<file path="config.mk">
export PLATFORM = sky130hd
export DESIGN_NAME = nanorv32_muldiv_ctrl
export DESIGN_NICKNAME = d
export VERILOG_FILES = /design/src/rtl/nanorv32_muldiv_ctrl.sv
export SDC_FILE = /design/constraint.sdc
export NUM_CORES = 1
export LEC_CHECK = 0
export BUFFER_PORTS_ARGS = -buffer_cell sky130_fd_sc_hd__clkbuf_2
export CAP_MARGIN = 20
export CORE_MARGIN = 2
export CORE_UTILIZATION = 30
export CTS_CLUSTER_SIZE = 16
export DETAILED_ROUTE_END_ITERATION = 16
export SLEW_MARGIN = 0
export SYNTH_ARGS = -nofsm -noshare
export SYNTH_HDL_FRONTEND = slang
export SYNTH_SLANG_ARGS = --single-unit
</file>
<file path="constraint.sdc">
create_clock -name clk -period 6.4 [get_ports clk]
set_input_delay 0.96 -clock clk [delete_from_list [all_inputs] [get_ports clk]]
set_output_delay 0.96 -clock clk [all_outputs]
set_load 0.02 [all_outputs]
</file>
<file path="src/rtl/nanorv32_muldiv_ctrl.sv">
// Iterative RV32M multiply/divide sequencer: radix-2 shift-add multiply and
// restoring divide, one bit per cycle over 32 cycles, with valid/ready
// handshakes on request and result sides and a synchronous flush.
module nanorv32_muldiv_ctrl #(
    parameter int WIDTH = 32
) (
    input  logic             clk,
    input  logic             rst_n,
    input  logic             flush,
    input  logic             req_valid,
    output logic             req_ready,
    input  logic [2:0]       req_op,
    input  logic [WIDTH-1:0] req_a,
    input  logic [WIDTH-1:0] req_b,
    output logic             res_valid,
    input  logic             res_ready,
    output logic [WIDTH-1:0] res_data,
    output logic             busy
);

    typedef enum logic [1:0] {
        ST_IDLE = 2'd0,
        ST_CALC = 2'd1,
        ST_DONE = 2'd2
    } state_t;

    localparam logic [2:0] OP_MUL    = 3'd0;
    localparam logic [2:0] OP_MULH   = 3'd1;
    localparam logic [2:0] OP_MULHSU = 3'd2;
    localparam logic [2:0] OP_DIV    = 3'd4;
    localparam logic [2:0] OP_REM    = 3'd6;

    localparam logic [WIDTH-1:0] MOST_NEG = {1'b1, {(WIDTH-1){1'b0}}};

    state_t             state_q;
    logic [2:0]         op_q;
    logic [4:0]         cnt_q;
    logic [WIDTH-1:0]   a_mag_q;     // multiplicand magnitude
    logic [WIDTH-1:0]   b_mag_q;     // divisor magnitude
    logic               neg_q;       // final result must be negated
    logic [2*WIDTH-1:0] prod_q;      // {partial product, remaining multiplier bits}
    logic [WIDTH-1:0]   rem_q;       // partial remainder
    logic [WIDTH-1:0]   quot_q;      // {remaining dividend bits, quotient bits}
    logic [WIDTH-1:0]   res_data_q;

    // Request decode: operand signedness, magnitudes and fast-path detection
    logic             a_signed_d, b_signed_d, a_neg_d, b_neg_d, neg_d;
    logic [WIDTH-1:0] a_mag_d, b_mag_d;
    logic             div_zero_d, div_ovf_d, fast_d;
    logic [WIDTH-1:0] fast_data_d;

    always_comb begin
        a_signed_d  = (req_op == OP_MULH) || (req_op == OP_MULHSU) ||
                      (req_op == OP_DIV)  || (req_op == OP_REM);
        b_signed_d  = (req_op == OP_MULH) || (req_op == OP_DIV) || (req_op == OP_REM);
        a_neg_d     = a_signed_d && req_a[WIDTH-1];
        b_neg_d     = b_signed_d && req_b[WIDTH-1];
        a_mag_d     = a_neg_d ? (~req_a + 1'b1) : req_a;
        b_mag_d     = b_neg_d ? (~req_b + 1'b1) : req_b;
        // Remainder follows the dividend's sign; everything else the sign XOR
        neg_d       = (req_op == OP_REM) ? a_neg_d : (a_neg_d ^ b_neg_d);
        div_zero_d  = req_op[2] && (req_b == '0);
        div_ovf_d   = ((req_op == OP_DIV) || (req_op == OP_REM)) &&
                      (req_a == MOST_NEG) && (req_b == '1);
        fast_d      = div_zero_d || div_ovf_d;
        fast_data_d = '0;
        if (div_zero_d) begin
            fast_data_d = req_op[1] ? req_a : '1;
        end else if (div_ovf_d) begin
            fast_data_d = req_op[1] ? '0 : MOST_NEG;
        end
    end

    // One iteration of shift-add multiply and restoring divide, plus final sign fix-up
    logic [WIDTH:0]     mul_sum_d;
    logic [2*WIDTH-1:0] prod_step_d, prod_fix_d;
    logic [WIDTH:0]     rem_shift_d;
    logic               no_borrow_d;
    logic [WIDTH-1:0]   rem_diff_d, rem_step_d, quot_step_d, quot_fix_d, rem_fix_d;
    logic [WIDTH-1:0]   result_d;

    always_comb begin
        mul_sum_d   = {1'b0, prod_q[2*WIDTH-1:WIDTH]} +
                      (prod_q[0] ? {1'b0, a_mag_q} : {(WIDTH+1){1'b0}});
        prod_step_d = {mul_sum_d, prod_q[WIDTH-1:1]};

        rem_shift_d = {rem_q, quot_q[WIDTH-1]};
        no_borrow_d = (rem_shift_d >= {1'b0, b_mag_q});
        // When no borrow the difference is below the divisor, so it fits WIDTH bits
        rem_diff_d  = rem_shift_d[WIDTH-1:0] - b_mag_q;
        rem_step_d  = no_borrow_d ? rem_diff_d : rem_shift_d[WIDTH-1:0];
        quot_step_d = {quot_q[WIDTH-2:0], no_borrow_d};

        prod_fix_d  = neg_q ? (~prod_step_d + 1'b1) : prod_step_d;
        quot_fix_d  = neg_q ? (~quot_step_d + 1'b1) : quot_step_d;
        rem_fix_d   = neg_q ? (~rem_step_d + 1'b1)  : rem_step_d;

        if (op_q == OP_MUL) begin
            result_d = prod_fix_d[WIDTH-1:0];
        end else if (!op_q[2]) begin
            result_d = prod_fix_d[2*WIDTH-1:WIDTH];
        end else if (!op_q[1]) begin
            result_d = quot_fix_d;
        end else begin
            result_d = rem_fix_d;
        end
    end

    // Sequencer FSM: accept, iterate 32 times, hold result until consumed
    always_ff @(posedge clk or negedge rst_n) begin
        if (!rst_n) begin
            state_q    <= ST_IDLE;
            op_q       <= '0;
            cnt_q      <= '0;
            a_mag_q    <= '0;
            b_mag_q    <= '0;
            neg_q      <= 1'b0;
            prod_q     <= '0;
            rem_q      <= '0;
            quot_q     <= '0;
            res_data_q <= '0;
        end else if (flush) begin
            state_q <= ST_IDLE;
            cnt_q   <= '0;
        end else begin
            case (state_q)
                ST_IDLE: begin
                    if (req_valid) begin
                        op_q    <= req_op;
                        cnt_q   <= '0;
                        a_mag_q <= a_mag_d;
                        b_mag_q <= b_mag_d;
                        neg_q   <= neg_d;
                        prod_q  <= {{WIDTH{1'b0}}, b_mag_d};
                        rem_q   <= '0;
                        quot_q  <= a_mag_d;
                        if (fast_d) begin
                            res_data_q <= fast_data_d;
                            state_q    <= ST_DONE;
                        end else begin
                            state_q <= ST_CALC;
                        end
                    end
                end
                ST_CALC: begin
                    if (op_q[2]) begin
                        rem_q  <= rem_step_d;
                        quot_q <= quot_step_d;
                    end else begin
                        prod_q <= prod_step_d;
                    end
                    if (cnt_q == 5'd31) begin
                        cnt_q      <= '0;
                        res_data_q <= result_d;
                        state_q    <= ST_DONE;
                    end else begin
                        cnt_q <= cnt_q + 5'd1;
                    end
                end
                ST_DONE: begin
                    if (res_ready) begin
                        state_q <= ST_IDLE;
                    end
                end
                default: begin
                    state_q <= ST_IDLE;
                end
            endcase
        end
    end

    assign req_ready = (state_q == ST_IDLE);
    assign busy      = (state_q == ST_CALC);
    assign res_valid = (state_q == ST_DONE);
    assign res_data  = res_data_q;

endmodule

</file>
# After elaboration in Yosys (flattened, before gate mapping)
# Cells that the tools add are included.
# op_classes
addsub	8
n_lt_le_gt_ge	1
eq_ne	17
muxes	38
bitwise	7
reduce_logical	23
# op_table
cell	count
$mux W32	20
$mux W64	3
$pmux W32 S2	3
$add A32 B1 Y32 const B	4
$not A32 Y32	4
$pmux W64 S2	1
$add A64 B1 Y64 const B	1
$eq A32 B32 Y1 const B	2
$not A64 Y64	1
$add A32 B32 Y33	1
$ge A33 B32 Y1	1
$logic_not A32 Y1	1
$sub A32 B32 Y32	1
$mux W5	3
$mux W2	5
$pmux W5 S2	1
$reduce_and A4 Y1	2
$logic_or A1 B1 Y1	7
$eq A3 B3 Y1 const B	2
$ne A2 B1 Y1 const B	3
$ne A3 B2 Y1 const B	2
$pmux W2 S3	1
$reduce_and A3 Y1	2
$add A5 B1 Y5 const B	1
other kinds (17)	22
# totals
ff_bits	235
out_inout_bits	35
wordCells	104

# Longest topological paths before layout
# Gate-level depths: netlist of the first run.
# depth
word_depth	10
mapped_depth	23
depth_no_buf	18

# Worst setup path after synthesis of the first run
# OpenSTA, ideal clock, no wires.
# synth_path
path_type	register -> register
from	register rem_q[11]
to	register res_data_q[26], in the netlist res_data[26]
setup_ps	124
t_arrival_ps	4587
required_time_ps	6276
path_slack_ps	1688
path_stages_with_launch	21
n_path_buf	3
synth_period_minus_slack_ps	4712
cell_sequence	dfrtp_1 -> ha_1 -> clkbuf_1 -> a21oi_1 -> o21ai_0 -> a21o_1 -> o31ai_2 -> nand2_2 -> inv_2 -> buf_1 -> buf_1 -> ha_1 -> nand2b_1 -> or2_2 -> or3_1 -> o31ai_1 -> xor2_1 -> nor3_1 -> nor4b_1 -> o221a_1 -> a21oi_1
# synth_via
elab_chain_len	10
word_cells_on_any_way	14
classes_between	add/sub (3); order compare (1); mux (8); bitwise (2)
# synth_lines
item	line_no	text
from (decl)	42	logic [WIDTH-1:0] rem_q;
from (signal assigned)	147	rem_q <= rem_step_d;
$sub A32 B32 Y32 / $ge A33 B32 Y1 (equally long branches)	90, 88	
$mux W32	91	rem_step_d = no_borrow_d ? rem_diff_d : rem_shift_d[WIDTH-1:0];
$not A32 Y32	96	rem_fix_d = neg_q ? (~rem_step_d + 1'b1) : rem_step_d;
$add A32 B1 Y32	96	
$mux W32	96	
$mux W32 (*)	102	end else if (!op_q[1]) begin
$mux W32 (*)	100	end else if (!op_q[2]) begin
$mux W32 (*)	98	if (op_q == OP_MUL) begin
$mux W32 (*)	152	if (cnt_q == 5'd31) begin
$pmux W32 S2 (*)	126	case (state_q)
to (signal assigned)	138	res_data_q <= fast_data_d;
to (signal assigned)	154	res_data_q <= result_d;
to (decl)	44	logic [WIDTH-1:0] res_data_q;
# Every way passes the cells marked *; elsewhere a longest branch is shown, timed or not. The select of a mux whose other input is x is not followed.
# A chain may end at the register's enable or synchronous reset.

# Worst setup path after layout of the first run
# layout_path
from	register rem_q[5]
to	register res_data_q[26], in the netlist res_data[26]
# The elaborated chain is that of the path after synthesis.

==> results.txt, run 1 <==
----------------------------------------------------
[Outcome]
  Result of the run ... complete, no violations

[Yosys]
  Post-synthesis average cell area ... 7.66 µm²
  Synth Area in Simple Gates ... 22.7%
  Top-area cell type share of the netlist area ... between 20% and 30%
  Multiplexer fraction of the synthesized cell area ... approximately 2.2%
  Number of flip-flops and latches in the synthesized netlist ... about 240
  Number of instances in the synthesized netlist ... 2,650
  Share of synthesized flip-flops with an asynchronous set or reset ... 100%
  Cell type contributing the most total cell area after synthesis ... dfrtp_1
  Fraction of the yosys area taken by sequential cells ... about 29%
  Compound-cell area share of the yosys netlist ... 28.7%
  Combined area of all synthesized cells ... approximately 0.020 mm²
  Syn_nets ... between 2,000 and 3,000
  Xor/xnor share of the synthesized area ... 8.41%
  Main combinational cell family by area after synthesis ... compound AO/OA/AOI/OAI gates
  Count of distinct cell types in the synthesized netlist ... 99
  Top area cells in the synthesized netlist ... dfrtp_1 (29%), a21oi_1 (6.8%), o21ai_0 (6.5%), nor2_1 (5.4%), xnor2_1 (5.0%)
  Adder-cell area share of the yosys netlist ... 4.63%
  Post-synth EDFFs ... 0
  Top_reg_cell synth ... dfrtp_1
  Count of warnings emitted by yosys ... 0

[Cells and area]
  Most common cell after layout, fill and taps aside ... nor2_1
  Syn-to-layout area delta ... 11.6%
  Fraction of layout instances using a drive strength above 1 ... roughly 10%
  Post-layout nets ... 2,816
  Most frequent cells in the layout ... nor2_1 (291), a21oi_1 (277), o21ai_0 (264), nand2_1 (255), dfrtp_1 (234)
  Fin cells ... about 3,600

[STA]
  Final count of hold timing violations ... 0
  Fin. max-slew vios ... 0
  Unrepaired setup endpoints after global routing ... false
  Worst hold slack across all endpoints ... 0.250 ns
  Post-route clock period utilization ... about 87%
  TNS Setup ... 0 ns
  Measured slew at the worst slew-check pin ... 1.09 ns
  F_max ... 180 MHz
  Clock tree skew after final layout ... 0.0251 ns
  Final-report setup violation count ... 0
  Final critical delay including setup and external delays ... 5.55 ns
  Remaining max-slew budget at the tightest pin ... 26.8%
  Minimum setup slack in the final design ... 0.855 ns

[Clocking]
  Buffers inserted by post-CTS timing repair ... 0
  Total number of clock tree sinks ... 235
  Number of buffers on the longest clock path ... 3
  H-tree level count ... 1
  Clk_lat worst skew ... around 0.61 ns
  TritonCTS buffer count ... 29
  TritonCTS clock tree ... done
  Resized cells post-CTS ... 0
  Number of hold buffers added after CTS ... 0
  Clock Pin Slew Worst Setup and Hold Paths ... 0.07 ns
  Library cell used as clock root buffer ... clkbuf_16

[Drt]
  Final routed DRC violation total ... 0
  Detailed-route vias per instance ... 5.80
  Total length of routed wires ... about 81,000 µm
  Vias after detailed routing ... 20,700
  Routed length per placed instance ... approximately 23 µm
  Drt first pass iters ... 6
  Iter 0 DRT Violations ... 2,353
  Final antenna-violating net count ... 0

[Worst setup path]
  Arrival time at the worst endpoint ... 6.08 ns
  CP endpoint kind ... flip-flop
  Worst Path Required ... 6.93 ns
  Element type at the critical path start ... flip-flop
  Top fanout value on the critical path ... 19
  Critical path type ... reg2reg

[Floorplanning]
  Die outline width ... between 200 and 300 µm
  Initial Utilization ... 30.2%
  Floorplan core area ... 0.0672 mm²
  Number of I/O pins ... 107
  Die Ht ... 264 µm
  Floorplan row count ... 95
  Die footprint ... between 0.06 and 0.07 mm²

[GRT]
  Initial antenna violation count ... 1
  Total global routing track utilization ... 22.5%
  Number of global-route vias before repair ... 19,300
  Congestion Overflow GR ... 0
  Wire length of the first global-routing pass ... 122,000 µm
  Largest net degree at the start of global routing ... 132

[Placed design]
  Total placed cells including tap cells ... 3,510
  RePlAce Congestion ... 0.989
  Port Buffer Count ... approximately 110
  Estimated wirelength of the detail-placed design ... 62,900 µm
  Worst setup timing slack at the placement stage ... 1.00 ns

[Power and ir drop]
  Cell leakage power ... 9.43 nW
  Power density over the cells ... 309 mW/mm²
  Max IR drop VDD ... 0.214 mV

[Min path]
  Hold crit path type ... in2async

[Run]
  Maxcap violations ... 0

----------------------------------------------------
kinds of logic (layout without fill, tap and decap cells):
| logic type | count (synthesis) | in the layout |
|---|---|---|
| and+or+nand+nor | 945 | 945 |
| AOI/OAI and AO/OA | 924 | 924 |
| DFF | 235 | 235 |
| buffers and inverters | 235 | 278 |
| xor gates and xnor gates | 195 | 195 |
| adders and majority gates | 74 | 74 |
| muxes | 42 | 42 |
| other | 0 | 1 |
cells in the mapped netlist, types with 7 or more instances:
master,instances
and3_1,26
a22o_1,30
o31ai_1,44
nand2b_1,24
and2_1,46
dfrtp_1,235
clkbuf_1,120
a21oi_1,277
o41ai_1,18
o211ai_1,30
and4_1,9
nand4_1,31
a21o_1,44
ha_1,72
xor2_1,80
nand3_1,35
inv_1,76
or3_1,38
buf_1,17
o21bai_1,7
mux2_2,14
buf_2,19
a31oi_1,30
o21a_1,20
nor4_1,18
mux2i_1,27
nor2_1,292
a21boi_0,9
a211o_1,12
a221oi_1,14
a211oi_1,28
xnor2_1,115
nor4b_1,7
o21ai_0,264
or2_2,17
nand2_1,257
or4_1,20
nor2b_1,10
nor3_1,78
layout make-up:
type | count | area, µm²
fill | 7123 | 44500
multi-input combinational | 2180 | 13500
sequential | 235 | 5880
tap | 873 | 1090
timing repair buffer | 146 | 876
clock buffer | 37 | 796
inverter | 78 | 295
clock inverter | 17 | 181
antenna | 1 | 2.50
worst max-delay path, cell delays in order, from the launching register on:
cell	delay [ns]
dfrtp_1	0.44
ha_1	0.41
a21oi_1	0.33
o21ai_0	0.24
and2_1	0.22
o31ai_2	0.72
nand2_2	0.35
buf_4	0.32
o21ai_0	0.29
ha_1	0.38
nand3_1	0.13
nor3_1	0.30
a41o_1	0.16
o2111ai_1	0.28
o31ai_1	0.37
xnor2_1	0.11
o221a_1	0.27
a21oi_1	0.13
power by group:
part / switching [mW] / leakage [nW] / total, mW / internal [mW]
registers: 0.440 / 2.95 / 2.24 / 1.80
clock network: 0.740 / 0.474 / 1.74 / 1.00
logic: 1.96 / 6.00 / 3.03 / 1.07
total: 3.14 / 9.43 / 7.01 / 3.87
stage by stage:
step / total power [mW] / instance area, µm² / utilization, %
3_3_place_gp: 5.20 / 21700 / 32.3
5_1_grt: 7.39 / 22700 / 33.8
2_1_floorplan: 4.16 / 20300 / -
3_5_place_dp: 5.22 / 21700 / 32.3
6_report: 7.01 / 22700 / 33.8
4_1_cts: 6.98 / 22600 / 33.7
final timing paths:
kind	start	end	slack [ns]	cells past startpoint
worst max-delay path	rem_q[5]$_DFFE_PN0P_	res_data[26]$_DFFE_PN0P_	0.85	17
worst min-delay path	rst_n	a_mag_q[8]$_DFFE_PN0P_	0.25	1
worst max register to register	rem_q[5]$_DFFE_PN0P_	res_data[26]$_DFFE_PN0P_	0.85	17
worst min register to register	res_data[0]$_DFFE_PN0P_	res_data[0]$_DFFE_PN0P_	0.48	2
max in group asynchronous	rst_n	rem_q[16]$_DFFE_PN0P_	4.92	2
min in group clk	res_data[0]$_DFFE_PN0P_	res_data[0]$_DFFE_PN0P_	0.48	2
registers in the layout, indices dropped and copies added, names as in the netlist:
register	count
cnt_q	5
a_mag_q	32
state_q	2
op_q	3
b_mag_q	32
neg_q	1
quot_q	32
res_data	32
rem_q	32
prod_q	64
layer usage:
layer / GRT usage [%] / share of wire, %
met5: 0 / 0
met4: 9.90 / 4.7
met3: 4.05 / 7.9
met2: 34.7 / 44
met1: 30.7 / 44
Note: power is estimated with default switching activity, not from simulation.
==> inputs of run 2 (changes only) <==
==> constraint.sdc (replaced) <==
create_clock -name clk -period 6.4 [get_ports clk]
set_input_delay 1.92 -clock clk [delete_from_list [all_inputs] [get_ports clk]]
set_output_delay 1.92 -clock clk [all_outputs]
set_load 0.02 [all_outputs]
==> results.txt, run 2 (synthesis gave the netlist of run 1 again) <==
----------------------------------------------------
[Worst setup path]
  Arrival time at the worst endpoint ... 5.69 ns (-0.39 ns)
  CP endpoint kind ... flip-flop
  Worst Path Required ... 6.93 ns (about the same)
  Worst setup slack for register-to-register paths ... 1.24 ns (+0.38 ns)
  Top fanout value on the critical path ... 35 (+16)
  Element type at the critical path start ... flip-flop
  Cell depth of the worst flop-to-flop path ... 18 (+1)
  Startpoint of the most critical register-to-register path ... rem_q[25]$_DFFE_PN0P_
  R2R Path End ... res_data[26]$_DFFE_PN0P_
  Critical path type ... reg2reg

[Floorplanning]
  Number of I/O pins ... 107 (unchanged)
  Floorplan core area ... 0.0672 mm² (unchanged)
  Die outline width ... 264 µm (unchanged)
  Die footprint ... 0.0698 mm² (unchanged)
  Initial Utilization ... 30.2% (unchanged)
  Die Ht ... 264 µm (unchanged)
  Floorplan row count ... 95 (unchanged)

[Clocking]
  Number of hold buffers added after CTS ... 0 (unchanged)
  Number of buffers on the longest clock path ... 3 (unchanged)
  TritonCTS clock tree ... done
  Buffers inserted by post-CTS timing repair ... 0 (unchanged)
  H-tree level count ... 1 (unchanged)
  TritonCTS buffer count ... 30 (+3.4%)
  Total number of clock tree sinks ... 235 (unchanged)
  Library cell used as clock root buffer ... clkbuf_16
  Clk_lat worst skew ... 0.61 ns (about the same)
  Clock Pin Slew Worst Setup and Hold Paths ... 0.06 ns (about the same)
  Resized cells post-CTS ... 0 (unchanged)

[GRT]
  Wire length of the first global-routing pass ... 120,000 µm (-1.5%)
  Number of global-route vias before repair ... 19,300 (-0.041%)
  Largest net degree at the start of global routing ... 132 (unchanged)
  Congestion Overflow GR ... 0 (unchanged)
  Initial antenna violation count ... 6 (+5)
  Total global routing track utilization ... 22.2% (-0.34 points)

[Cells and area]
  Fraction of layout instances using a drive strength above 1 ... 10.2% (+0.074 points)
  Reg with most FFs ... prod_q
  Most common cell after layout, fill and taps aside ... nor2_1
  Post-layout nets ... 2,815 (-0.036%)
  Largest register FFs ... 64 (unchanged)
  Most frequent cells in the layout ... nor2_1 (291), a21oi_1 (277), o21ai_0 (264), nand2_1 (255), dfrtp_1 (234)
  Syn-to-layout area delta ... 12.1%

[Min path]
  Endpoint of the worst hold path ... prod_q[37]$_DFFE_PN0P_
  Hold crit path type ... reg2reg
  Cell depth of the worst min-delay path ... 2
  Hold Path Origin ... prod_q[37]$_DFFE_PN0P_

[STA]
  Fin. max-slew vios ... 0 (unchanged)
  Measured slew at the worst slew-check pin ... 1.16 ns (+0.0708 ns)
  Final-report setup violation count ... 0 (unchanged)
  Post-route clock period utilization ... 80.7% (-5.9 points)
  Remaining max-slew budget at the tightest pin ... 21.7% (-5.0 points)
  Final count of hold timing violations ... 0 (unchanged)
  F_max ... 194 MHz (+7.4%)
  Final critical delay including setup and external delays ... 5.16 ns (-0.380 ns)
  Unrepaired setup endpoints after global routing ... false
  Worst hold slack across all endpoints ... 0.489 ns (+0.239 ns)
  TNS Setup ... 0 ns (unchanged)
  Clock tree skew after final layout ... 0.0303 ns (+0.00525 ns)

[Drt]
  Total length of routed wires ... 79,600 µm (-1.6%)
  Drt first pass iters ... 5 (-1)
  Routed length per placed instance ... 22.3 µm (-1.7%)
  Iter 0 DRT Violations ... 2,023 (-14%)
  Vias after detailed routing ... 20,900 (+0.84%)
  Final antenna-violating net count ... 0 (unchanged)
  Detailed-route vias per instance ... 5.84 (+0.75%)
  Final routed DRC violation total ... 0 (unchanged)

[Power and ir drop]
  Overall power after layout ... 7.21 mW (+2.8%)
  Cell leakage power ... 9.45 nW (+0.28%)
  Logic gate share of total power ... 42.4% (-0.8 points)
  Clk network pwr share ... 26.2% (+1.4 points)
  Switching component of the power ... 3.20 mW (+1.7%)
  Sw Ratio ... 44.4% (-0.45 points)
  Power density over the cells ... 317 mW/mm² (+2.4%)
  Sequential share of power ... 31.4% (-0.6 points)
  Internal portion of total power ... 4.01 mW (+3.6%)
  Max IR drop VDD ... 0.236 mV (+10%)

[Placed design]
  Port Buffer Count ... 106 (unchanged)
  RePlAce Congestion ... 0.960 (-2.9%)
  Estimated wirelength of the detail-placed design ... 61,500 µm (-2.3%)

[Run]
  Maxcap violations ... 0 (unchanged)

[Outcome]
  Result of the run ... complete, no violations

----------------------------------------------------
[run 2: changes by cell type in the layout (fill, tap and decap cells not counted), sizes merged]
cell	change
inv	-1
clkinvlp	+2
clkbuf	-2
bufinv	+3
diode	+3
buf	-2
[run 2: worst max-delay path by stage]
stage / startpoint / end / slack, ns / depth (start not counted)
floorplan: req_b[0] / res_data[31]$_DFFE_PN0P_ / 1.61 / 13
CTS: rem_q[3]$_DFFE_PN0P_ / res_data[20]$_DFFE_PN0P_ / 1.37 / 18
detailed placement: req_b[0] / res_data[31]$_DFFE_PN0P_ / 1.03 / 16
global placement: req_b[0] / res_data[31]$_DFFE_PN0P_ / 1.11 / 16
global route: rem_q[3]$_DFFE_PN0P_ / res_data[20]$_DFFE_PN0P_ / 0.85 / 18
finish: rem_q[25]$_DFFE_PN0P_ / res_data[26]$_DFFE_PN0P_ / 1.24 / 18
[run 2: routing by layer]
metal	GRT usage [%]	routed length, µm
met1	30.6	35200
met2	33.4	34000
met3	4.42	6440
met4	9.86	3940
met5	0	20
[run 2: metrics by stage]
stage                     area [µm²]  utilization (%)  cells  worst slack, ns
after floorplan                20300                -   2650             1.61
final                          22800             33.9   3570             1.24
after global routing           22800             33.9   3570            0.847
after global placement         21700             32.3   3509             1.11
after CTS                      22700             33.9   3565             1.37
after detailed placement       21700             32.3   3509             1.03
[run 2: power groups by stage]
stage / Sequential (mW) / Clock (mW) / Combinational [mW]
3_3_place_gp: 2.26 / 0 / 2.97
4_1_cts: 2.25 / 1.91 / 3.01
3_5_place_dp: 2.27 / 0 / 2.99
2_1_floorplan: 2.12 / 0 / 2.04
5_1_grt: 2.29 / 1.97 / 3.33
6_report: 2.26 / 1.89 / 3.06
[run 2: cell type report]
type	count	area, µm²
Antenna cell	4	10.0
Clock buffer	35	800
Clock inverter	21	285
Fill cell	7183	44400
Inverter	78	295
Multi-Input combinational cell	2180	13500
Sequential cell	235	5880
Tap cell	873	1090
Timing Repair Buffer	144	848
[run 2: critical path: stages, from the launching register on]
cell       delay [ns]
dfrtp_1          0.39
ha_1             0.47
nand4_1          0.23
or3_1            0.40
nor3_1           0.42
o31ai_2          0.16
nand2_2          0.13
buf_4            0.43
nand2_1          0.10
o21ai_0          0.15
ha_1             0.38
nand3_1          0.12
nor3_1           0.31
a41o_1           0.16
o2111ai_1        0.31
o31ai_1          0.36
xnor2_1          0.13
o221a_1          0.29
a21oi_1          0.15
==> inputs of run 3 (changes only) <==
Clock period 6.4 ns to 5.06 ns, I/O delays scaled along.
==> results.txt, run 3 (synthesis gave the netlist of run 1 again) <==
----------------------------------------------------
[Outcome]
  Result of the run ... complete, no violations

[Placed design]
  Port Buffer Count ... 106 (unchanged)
  RePlAce Congestion ... 1.00 (+4.5%)
  Estimated wirelength of the detail-placed design ... 62,800 µm (+2.2%)

[STA]
  F_max ... 212 MHz (+9.5%)
  Remaining max-slew budget at the tightest pin ... 28.7% (+7.0 points)
  Clock tree skew after final layout ... 0.0579 ns (+0.0276 ns)
  Fin. max-slew vios ... 0 (unchanged)
  Measured slew at the worst slew-check pin ... 1.06 ns (-0.100 ns)
  Unrepaired setup endpoints after global routing ... false
  Final count of hold timing violations ... 0 (unchanged)
  Post-route clock period utilization ... 93.3% (+13 points)
  TNS Setup ... 0 ns (unchanged)
  Final critical delay including setup and external delays ... 4.72 ns (-0.446 ns)
  Final-report setup violation count ... 0 (unchanged)

[Cells and area]
  Number of fill cells ... 7,128 (-0.77%)
  Fraction of layout instances using a drive strength above 1 ... 11.5% (+1.3 points)
  Most frequent cells in the layout ... nor2_1 (292), a21oi_1 (277), o21ai_0 (264), nand2_1 (255), dfrtp_1 (233)
  Number of antenna repair diodes ... 0 (-4)
  Most common cell after layout, fill and taps aside ... nor2_1
  Largest register FFs ... 64 (unchanged)
  Reg area ... 0.00589 mm² (about the same)
  Syn-to-layout area delta ... 13.5%
  Reg with most FFs ... prod_q
  Multi-input combinational cell area ... 0.0135 mm² (about the same)
  Post-layout nets ... 2,857 (+1.5%)

[Worst setup path]
  R2R Path End ... res_data[23]$_DFFE_PN0P_
  CP endpoint kind ... flip-flop
  Top fanout value on the critical path ... 8 (-77%)
  Critical path type ... reg2reg
  Arrival time at the worst endpoint ... 5.26 ns (-0.43 ns)
  Element type at the critical path start ... flip-flop
  Worst setup slack for register-to-register paths ... 0.34 ns (-0.89 ns)
  Worst Path Required ... 5.60 ns (-1.33 ns)
  Startpoint of the most critical register-to-register path ... quot_q[31]$_DFFE_PN0P_
  Cell depth of the worst flop-to-flop path ... 17 (-1)

[Floorplanning]
  Floorplan row count ... 95 (unchanged)
  Floorplan core area ... 0.0672 mm² (unchanged)
  Number of I/O pins ... 107 (unchanged)
  Initial Utilization ... 30.2% (unchanged)
  Die Ht ... 264 µm (unchanged)
  Die footprint ... 0.0698 mm² (unchanged)
  Die outline width ... 264 µm (unchanged)

[Clocking]
  Clock Pin Slew Worst Setup and Hold Paths ... 0.06 ns (about the same)
  Total number of clock tree sinks ... 235 (unchanged)
  TritonCTS buffer count ... 30 (unchanged)
  Library cell used as clock root buffer ... clkbuf_16
  H-tree level count ... 1 (unchanged)
  Clk_lat worst skew ... 0.62 ns (about the same)
  Number of buffers on the longest clock path ... 3 (unchanged)
  TritonCTS clock tree ... done

[GRT]
  Number of global-route vias before repair ... 19,300 (+0.036%)
  Gr busiest metal ... met2
  Initial antenna violation count ... 1 (-5)
  Congestion Overflow GR ... 0 (unchanged)
  M3 GR Usage ... 4.62% (+0.21 points)
  Largest net degree at the start of global routing ... 132 (unchanged)
  Total global routing track utilization ... 22.4% (+0.19 points)
  GR Layer Usage met1 ... 30.6% (about the same)
  GRT met2 Usage ... 34.3% (+0.90 points)
  Wire length of the first global-routing pass ... 121,000 µm (+0.62%)

[Power and ir drop]
  Sequential share of power ... 31.2% (-0.2 points)
  Cell leakage power ... 9.64 nW (+2.0%)
  Internal portion of total power ... 5.04 mW (+26%)
  Switching component of the power ... 4.07 mW (+27%)
  Logic gate share of total power ... 44.0% (+1.6 points)
  Max IR drop VDD ... 0.336 mV (+42%)
  Clk network pwr share ... 24.8% (-1.4 points)
  Sw Ratio ... 44.7% (+0.34 points)
  Overall power after layout ... 9.11 mW (+26%)
  Power density over the cells ... 395 mW/mm² (+25%)

[Run]
  Maxcap violations ... 0 (unchanged)

[Min path]
  Endpoint of the worst hold path ... res_data[4]$_DFFE_PN0P_
  Hold crit path type ... reg2reg
  Cell depth of the worst min-delay path ... 2 (unchanged)
  Hold Path Origin ... res_data[4]$_DFFE_PN0P_

[Drt]
  Routed length per placed instance ... 22.2 µm (-0.28%)
  Detailed-route vias per instance ... 5.78 (-1.2%)
  Final routed DRC violation total ... 0 (unchanged)
  Iter 0 DRT Violations ... 2,401 (+19%)
  Vias after detailed routing ... 20,800 (-0.13%)
  Drt first pass iters ... 6 (+1)
  Total length of routed wires ... 80,200 µm (+0.75%)
  Final antenna-violating net count ... 0 (unchanged)

----------------------------------------------------
==> run 3: cell types whose count changed in the layout (fill, tap and decap cells not counted), moves of 2 or more <==
cell | before | now
buf_12 | 2 | 5
buf_4 | 35 | 75
inv_6 | 0 | 2
clkinv_2 | 7 | 5
bufinv_16 | 6 | 3
diode_2 | 4 | 0
==> run 3: critical path, cell delays in order (launching register included) <==
cell and delay [ns]:
dfrtp_1 0.43, inv_1 0.10, ha_1 0.22, inv_1 0.09
fa_1 0.41, a21o_1 0.22, a221oi_2 0.22, buf_4 0.19
o31ai_1 0.08, o221ai_1 0.41, o21ai_0 0.35, o41ai_2 0.52
o211ai_1 0.23, buf_4 0.20, o21ai_0 0.14, nor4b_1 0.49
o21ai_0 0.22, a21oi_1 0.16
==> run 3: stage by stage <==
stage               worst slack, ns  cell area [µm²]  utilization, %  hold WS [ns]  std cells
floorplan                     0.348            20300               -         0.454       2650
global placement              0.373            22000            32.8         0.468       3552
detailed placement            0.354            22000            32.8         0.470       3552
CTS                           0.359            23100            34.3         0.484       3607
global route                 0.0642            23100            34.3         0.506       3607
finish                        0.341            23100            34.3         0.485       3607
==> run 3: how the worst max path moves through the flow <==
stage                           startpoint                       end  slack (ns)  depth (start not counted)
finish              quot_q[31]$_DFFE_PN0P_  res_data[23]$_DFFE_PN0P_        0.34                         17
floorplan            rem_q[11]$_DFFE_PN0P_  res_data[26]$_DFFE_PN0P_        0.35                         20
CTS                  prod_q[0]$_DFFE_PN0P_  res_data[29]$_DFFE_PN0P_        0.36                         13
global placement     prod_q[0]$_DFFE_PN0P_  res_data[28]$_DFFE_PN0P_        0.37                         15
global route         rem_q[15]$_DFFE_PN0P_  res_data[18]$_DFFE_PN0P_        0.06                         18
detailed placement                req_a[0]  res_data[26]$_DFFE_PN0P_        0.35                         13
==> run 3: layer usage <==
layer	part of all wire, %	vias to the layer above
li1	-	9786
met1	43	10000
met2	44	888
met3	8.8	156
met4	4.3	2
met5	0.014	-
==> run 3: timing repair <==
| item | CTS | global route |
|---|---|---|
| hold buffers | 0 | 0 |
| setup buffers | 0 | 0 |
| endpoints found under the hold margin | 0 | 0 |
| setup endpoints to repair | 0 | 4 |
| resized for setup | 0 | 1 |
==> run 3: cell type report <==
class,count,share of cell area (%)
Timing Repair Buffer,186,5.22
Clock inverter,18,0.939
Inverter,78,1.28
Multi-Input combinational cell,2180,58.7
Sequential cell,235,25.5
Clock buffer,37,3.54
Tap cell,873,4.74
==> run 3: power by group through the flow <==
stage / clock [mW] / sequential, mW / combinational (mW)
3_5_place_dp: 0 / 2.85 / 3.92
3_3_place_gp: 0 / 2.85 / 3.92
6_report: 2.26 / 2.85 / 4.01
4_1_cts: 2.29 / 2.83 / 3.94
5_1_grt: 2.37 / 2.89 / 4.35
2_1_floorplan: 0 / 2.68 / 2.58
